--- config.mk ---
export PLATFORM = sky130hd
export DESIGN_NAME = ps2_keyboard_rx
export DESIGN_NICKNAME = d
export VERILOG_FILES = /design/src/rtl/ps2_pkg.sv /design/src/rtl/ps2_line_filter.sv /design/src/rtl/ps2_keyboard_rx.sv
export SDC_FILE = /design/constraint.sdc
export NUM_CORES = 1
export LEC_CHECK = 0
export BUFFER_PORTS_ARGS = -buffer_cell sky130_fd_sc_hd__buf_2
export CORE_ASPECT_RATIO = 1.5
export CORE_MARGIN = 8
export CORE_UTILIZATION = 60
export DETAILED_ROUTE_END_ITERATION = 10
export GPL_ROUTABILITY_DRIVEN = 1
export GPL_TIMING_DRIVEN = 1
export PLACE_DENSITY = 0.75
export SYNTH_ARGS = -nofsm -noshare
export SYNTH_HDL_FRONTEND = slang
export SYNTH_SLANG_ARGS = --single-unit
--- constraint.sdc ---
create_clock -name clk -period 4.7 [get_ports clk]
set_input_delay 0.94 -clock clk [delete_from_list [all_inputs] [get_ports clk]]
set_output_delay 0.94 -clock clk [all_outputs]
set_load 0.05 [all_outputs]
--- src/rtl/ps2_pkg.sv ---
// Shared types and constants for the PS/2 keyboard receiver.
package ps2_pkg;

  typedef enum logic [1:0] {
    IDLE   = 2'd0,
    DATA   = 2'd1,
    PARITY = 2'd2,
    STOP   = 2'd3
  } ps2_state_e;

  localparam logic [7:0] PS2_EXT = 8'hE0;
  localparam logic [7:0] PS2_BRK = 8'hF0;

  localparam logic [7:0] CODE_L_UP_DEF = 8'h1D;
  localparam logic [7:0] CODE_L_DN_DEF = 8'h1B;
  localparam logic [7:0] CODE_R_UP_DEF = 8'h75;
  localparam logic [7:0] CODE_R_DN_DEF = 8'h72;

  localparam int TIMEOUT_CYC_DEF = 100000;

  // Counter must hold TIMEOUT_CYC-1; keep at least one bit for tiny values.
  function automatic int tmo_width(input int timeout_cyc);
    return (timeout_cyc <= 2) ? 1 : $clog2(timeout_cyc);
  endfunction

  localparam int TMO_W_DEF = tmo_width(TIMEOUT_CYC_DEF);

endpackage

--- src/rtl/ps2_line_filter.sv ---
// Synchronises the PS/2 pins, deglitches the clock and emits a falling-edge
// strobe together with the data level sampled on that edge.
module ps2_line_filter
  import ps2_pkg::*;
#(
  parameter int FILTER_LEN = 8
) (
  input  logic clk,
  input  logic rst_n,
  input  logic ps2_clk_i,
  input  logic ps2_dat_i,
  output logic fall_o,
  output logic dat_o
);

  logic [1:0]            clk_sync_q;
  logic [1:0]            dat_sync_q;
  logic [FILTER_LEN-1:0] samp_q, samp_d;
  logic                  filt_q, filt_d;
  logic                  fall_q, fall_d;
  logic                  dat_q, dat_d;
  logic                  all_lo, all_hi;

  assign all_lo = (samp_q == '0);
  assign all_hi = (&samp_q);

  always_comb begin
    samp_d = {samp_q[FILTER_LEN-2:0], clk_sync_q[1]};
    filt_d = filt_q;
    if (all_lo)      filt_d = 1'b0;
    else if (all_hi) filt_d = 1'b1;
    fall_d = filt_q & all_lo;
    dat_d  = fall_d ? dat_sync_q[1] : dat_q;
  end

  always_ff @(posedge clk or negedge rst_n) begin
    if (!rst_n) begin
      clk_sync_q <= 2'b11;
      dat_sync_q <= 2'b11;
      samp_q     <= '1;
      filt_q     <= 1'b1;
      fall_q     <= 1'b0;
      dat_q      <= 1'b1;
    end else begin
      clk_sync_q <= {clk_sync_q[0], ps2_clk_i};
      dat_sync_q <= {dat_sync_q[0], ps2_dat_i};
      samp_q     <= samp_d;
      filt_q     <= filt_d;
      fall_q     <= fall_d;
      dat_q      <= dat_d;
    end
  end

  assign fall_o = fall_q;
  assign dat_o  = dat_q;

endmodule

--- src/rtl/ps2_keyboard_rx.sv ---
// PS/2 keyboard receiver: frame FSM with timeout plus make/break decoder
// driving active-low paddle key states.
module ps2_keyboard_rx
  import ps2_pkg::*;
#(
  parameter int         FILTER_LEN  = 8,
  parameter int         TIMEOUT_CYC = TIMEOUT_CYC_DEF,
  parameter logic [7:0] CODE_L_UP   = CODE_L_UP_DEF,
  parameter logic [7:0] CODE_L_DN   = CODE_L_DN_DEF,
  parameter logic [7:0] CODE_R_UP   = CODE_R_UP_DEF,
  parameter logic [7:0] CODE_R_DN   = CODE_R_DN_DEF
) (
  input  logic       clk,
  input  logic       rst_n,
  input  logic       ps2_clk,
  input  logic       ps2_dat,
  output logic [7:0] scan_code,
  output logic       scan_valid,
  output logic       frame_err,
  output logic [1:0] keys_left,
  output logic [1:0] keys_right
);

  localparam int TW = tmo_width(TIMEOUT_CYC);
  localparam logic [TW-1:0] TMO_LAST = TW'(TIMEOUT_CYC - 1);

  logic fall, dat;

  ps2_line_filter #(.FILTER_LEN(FILTER_LEN)) u_filt (
    .clk      (clk),
    .rst_n    (rst_n),
    .ps2_clk_i(ps2_clk),
    .ps2_dat_i(ps2_dat),
    .fall_o   (fall),
    .dat_o    (dat)
  );

  ps2_state_e    state_q, state_d;
  logic [2:0]    bit_cnt_q, bit_cnt_d;
  logic [7:0]    shift_q, shift_d;
  logic          par_q, par_d;
  logic [TW-1:0] tmo_q, tmo_d;
  logic [7:0]    scan_code_q, scan_code_d;
  logic          scan_valid_q, scan_valid_d;
  logic          frame_err_q, frame_err_d;
  logic [1:0]    keys_left_q, keys_left_d;
  logic [1:0]    keys_right_q, keys_right_d;
  logic          ext_pend_q, ext_pend_d;
  logic          brk_pend_q, brk_pend_d;
  logic          tmo_hit;

  assign tmo_hit = (state_q != IDLE) && (tmo_q == TMO_LAST);

  always_comb begin
    state_d      = state_q;
    bit_cnt_d    = bit_cnt_q;
    shift_d      = shift_q;
    par_d        = par_q;
    scan_code_d  = scan_code_q;
    scan_valid_d = 1'b0;
    frame_err_d  = 1'b0;
    tmo_d        = (state_q == IDLE || fall) ? '0 : tmo_q + TW'(1);

    // Timeout wins over a coincident fall so only one error pulse results.
    if (tmo_hit) begin
      state_d     = IDLE;
      frame_err_d = 1'b1;
      tmo_d       = '0;
    end else if (fall) begin
      unique case (state_q)
        IDLE: begin
          if (!dat) begin
            state_d   = DATA;
            bit_cnt_d = 3'd0;
          end
        end
        DATA: begin
          shift_d   = {dat, shift_q[7:1]};
          bit_cnt_d = bit_cnt_q + 3'd1;
          if (bit_cnt_q == 3'd7) state_d = PARITY;
        end
        PARITY: begin
          par_d   = dat;
          state_d = STOP;
        end
        STOP: begin
          if (dat && ((^shift_q) ^ par_q)) begin
            scan_code_d  = shift_q;
            scan_valid_d = 1'b1;
          end else begin
            frame_err_d = 1'b1;
          end
          state_d = IDLE;
        end
        default: state_d = IDLE;
      endcase
    end
  end

  always_comb begin
    keys_left_d  = keys_left_q;
    keys_right_d = keys_right_q;
    ext_pend_d   = ext_pend_q;
    brk_pend_d   = brk_pend_q;
    if (frame_err_q) begin
      ext_pend_d = 1'b0;
      brk_pend_d = 1'b0;
    end else if (scan_valid_q) begin
      if (scan_code_q == PS2_EXT) begin
        ext_pend_d = 1'b1;
      end else if (scan_code_q == PS2_BRK) begin
        brk_pend_d = 1'b1;
      end else begin
        if (!ext_pend_q && scan_code_q == CODE_L_UP) keys_left_d[1]  = brk_pend_q;
        if (!ext_pend_q && scan_code_q == CODE_L_DN) keys_left_d[0]  = brk_pend_q;
        if ( ext_pend_q && scan_code_q == CODE_R_UP) keys_right_d[1] = brk_pend_q;
        if ( ext_pend_q && scan_code_q == CODE_R_DN) keys_right_d[0] = brk_pend_q;
        ext_pend_d = 1'b0;
        brk_pend_d = 1'b0;
      end
    end
  end

  always_ff @(posedge clk or negedge rst_n) begin
    if (!rst_n) begin
      state_q      <= IDLE;
      bit_cnt_q    <= 3'd0;
      shift_q      <= 8'd0;
      par_q        <= 1'b0;
      tmo_q        <= '0;
      scan_code_q  <= 8'd0;
      scan_valid_q <= 1'b0;
      frame_err_q  <= 1'b0;
      keys_left_q  <= 2'b11;
      keys_right_q <= 2'b11;
      ext_pend_q   <= 1'b0;
      brk_pend_q   <= 1'b0;
    end else begin
      state_q      <= state_d;
      bit_cnt_q    <= bit_cnt_d;
      shift_q      <= shift_d;
      par_q        <= par_d;
      tmo_q        <= tmo_d;
      scan_code_q  <= scan_code_d;
      scan_valid_q <= scan_valid_d;
      frame_err_q  <= frame_err_d;
      keys_left_q  <= keys_left_d;
      keys_right_q <= keys_right_d;
      ext_pend_q   <= ext_pend_d;
      brk_pend_q   <= brk_pend_d;
    end
  end

  assign scan_code  = scan_code_q;
  assign scan_valid = scan_valid_q;
  assign frame_err  = frame_err_q;
  assign keys_left  = keys_left_q;
  assign keys_right = keys_right_q;

endmodule

==> results.md <==
- Endpoints failing setup: 0
- Netlist cell types: 41
- Root Buffer: clkbuf_8
- Clk_skew: 0.0111 ns
- Initial Util: 61.6%
- PwrDens: 339 mW/mm^2
- DP HPWL: 3290 um
- Power share of the clock group: 45.6%
- Clock Latency Late Sink: 0.34 ns
- Overall Power: 1.04 mW
- EDFF count, synth: 0
- GP Congestion: 0.781
- Layout overhead on the synthesized area: 11.6%
- Maximum clock path buffer count: 2
- Final period utilization: 54.5%
- CTS Buf Count: 9
- Slew HR: 34.6%
- Area leader, netlist: dfrtp_1
- Comb pwr share: 1.5%
- Min-delay src: u_filt.clk_sync_q[1]$_DFF_PN1_
- Syn_area_per_cell: 12.1 sq um
- Psw: 241 uW
- Switch share: 23.2%
- Gr usage total: 14.2%
- R2r startpoint: state_q[0]$_DFFE_PN0P_
- Syn nets: 239
- Setup TNS Final: 0 ns
- Initial antenna violation count: 0
- Layout cell share with drive strength beyond 1: 30.5%
- Drt first pass iters: 5
- Drt initial violations: 82
- Nets: 262
- Port Buf Inserts: 17
- Multi-input logic area: 0.00112 sq mm
- Die area: 0.00705 sq mm
- Peak per-stage delay on the critical path: 0.81 ns
- Crit start category: flip-flop
- Slew @ Worst Pin: 0.977 ns
- Post-Syn Instances: 228
- First-pass GRT wire length: 7870 um
- Vias in the first global route: 1719
- Achievable clock frequency: 391 MHz
- CORE AREA: 0.00447 sq mm
- Synth warn: 0
- Yosys reg bits: 62
- Peak supply drop: 222 uV
- Wirelength, routed: 4730 um
- Largest net degree at the start of global routing: 63
- Mapped cell area: 0.00275 sq mm
- Worst hold-check path type: reg -> reg
- Post-DR wirelength/cell: 15.5 um
- Clock tree sinks: 62
- Final max-slew violation count: 0
- Worst setup path category: reg -> reg
- Setup Fix Bufs, Post-CTS: 0
- Final min period: 2.56 ns
- Die height: 98.9 um
- Outcome: finished, final reports clean
- Critical Path End Type: flip-flop
- # resized after CTS: 0
- CP cell instances: inv_1 -> ha_1 -> nor4b_1 -> nand4b_1 -> o211ai_1 -> mux2_2
- Max Cap Viol: 0
- Worst-path clk slew: 0.08 ns
- Main flop type after synthesis: dfrtp_1
- Reg2reg end: shift_q[1]$_DFFE_PN0P_
- Flop2flop setup slack: 2.14 ns
- CP endpoint: shift_q[1]$_DFFE_PN0P_
- Reg power frac: 52.8%
- Required time of the critical path: 4.93 ns
- DRC violations left: 0
- Filler cells: 327
- Row count: 30
- Reg2reg path depth: 6
- # IOs: 18
- RSZ-0062 raised after global routing: no
- DIE WIDTH: 71.3 um
- Vias post-DR: 1753
- Sequential cell area: 0.00157 sq mm
- Final ANT Viol Nets: 0
- Final Hold Vio Count: 0
- Async set or reset register ratio after synthesis: 100%
- ANT cells: 0
- Crit path from: state_q[0]$_DFFE_PN0P_
- Leakage Power: 1.38 nW
- Register area share after synthesis: 57.2%
- CP arrival: 2.79 ns
- Top cells by area, synth: dfrtp_1 40%, dfstp_2 17%, mux2_2 9.0%, xnor2_1 3.5%, nor2_1 3.3%
- CTS tree: done
- CP max-delay cell: o211ai_1
- Design internal power: 799 uW
- H-tree depth: 3
- Share of the synthesized area in the top cell type: 40.0%
- Vias per cell: 5.77
- CP max FO: 11
- Hold buffers post-CTS: 0
- Grt ovf: 0
==> routing by layer <==
metal  vias up  global-route usage [%]  routed length, um
met5         -                       0                  0
met3         8                    5.08                244
met1       862                    14.9               1930
met2        34                    24.7               2480
li1        849                       -                  -
met4         0                    6.28                 74
==> state kept, by name, indices dropped and copies added (netlist names), 3 cells and up <==
register       flops
bit_cnt_q          3
u_filt.samp_q      8
shift_q            8
scan_code          8
tmo_q             17
==> synthesized netlist by cell type (3+ instances only) <==
cell type and instances:
dfrtp_1 44, nor2_1 24, mux2_2 22, dfstp_2 18, nand2_1 14, xnor2_1 11, nand3_1 10, xor2_1 10
nand4_1 8, ha_1 7, inv_1 6, and3_1 5, nor3_1 4, nor4_1 4, o21ai_0 4, and2_1 3
buf_2 3, nand4b_1 3
==> cell usage in the layout (no fill, tap or decap), types with 3 or more instances in the layout <==
| master | instances |
|---|---|
| inv_1 | 6 |
| xor2_1 | 10 |
| inv_6 | 3 |
| and3_1 | 5 |
| nand3_1 | 10 |
| mux2_2 | 22 |
| nand2_1 | 14 |
| nor3_1 | 4 |
| nand4_1 | 8 |
| buf_2 | 17 |
| dfstp_2 | 18 |
| and2_1 | 3 |
| nand4b_1 | 3 |
| o21ai_0 | 4 |
| xnor2_1 | 11 |
| nor2_1 | 24 |
| dfrtp_1 | 44 |
| clkbuf_8 | 9 |
| nor4_1 | 4 |
| ha_1 | 7 |
==> through the flow <==
| stage | hold slack (ns) | cells | setup WS (ns) | utilization (%) | area, sq um |
|---|---|---|---|---|---|
| after floorplan | 0.345 | 228 | 2.62 | - | 2750 |
| after global placement | 0.346 | 288 | 2.26 | 64.1 | 2870 |
| after detailed placement | 0.347 | 288 | 2.17 | 64.1 | 2870 |
| after CTS | 0.358 | 304 | 2.16 | 68.7 | 3070 |
| after global routing | 0.360 | 304 | 1.91 | 68.7 | 3070 |
| final | 0.357 | 304 | 2.14 | 68.7 | 3070 |
==> worst max-delay path: cells and delay by family, from the launching register on <==
family / cells / cell delay [ns]
AOI/OAI and AO/OA: 1 / 0.81
adders and majority gates: 1 / 0.31
and+or+nand+nor: 2 / 0.44
DFF: 1 / 0.38
buffers and inverters: 1 / 0.08
muxes: 1 / 0.42
==> power groups by stage <==
| stage | Clock [mW] | Combinational (mW) | Sequential, mW |
|---|---|---|---|
| CTS | 0.484 | 0.0168 | 0.549 |
| global placement | 0 | 0.0166 | 0.558 |
| floorplan | 0 | 0.00407 | 0.558 |
| detailed placement | 0 | 0.0167 | 0.559 |
| finish | 0.475 | 0.0160 | 0.549 |
| global route | 0.505 | 0.0193 | 0.550 |
==> logic make-up after synthesis <==
family          share of synthesized area [%]
flops                                    57.2
mux                                      9.01
buf+inv                                  2.18
compound gates                           4.41
xor+xnor                                 7.51
fa+ha+maj                                3.18
simple gates                             16.5
==> area by class of cell <==
type / instances / area share [%]
timing repair buffer: 18 / 3.02
sequential: 62 / 51.3
inverter: 6 / 0.734
clock inverter: 7 / 2.61
tap: 48 / 1.96
clock buffer: 9 / 4.04
multi-input combinational: 154 / 36.4
==> how the worst min path moves through the flow <==
stage	slack [ns]	depth (start not counted)	end
2_1_floorplan	0.35	0	u_filt.clk_sync_q[1]$_DFF_PN1_
3_3_place_gp	0.35	0	u_filt.clk_sync_q[1]$_DFF_PN1_
4_1_cts	0.36	0	u_filt.samp_q[0]$_DFF_PN1_
3_5_place_dp	0.35	0	u_filt.samp_q[0]$_DFF_PN1_
6_report	0.36	0	u_filt.samp_q[0]$_DFF_PN1_
5_1_grt	0.36	0	u_filt.clk_sync_q[1]$_DFF_PN1_
No activity file was read; power rests on OpenSTA's default activity.
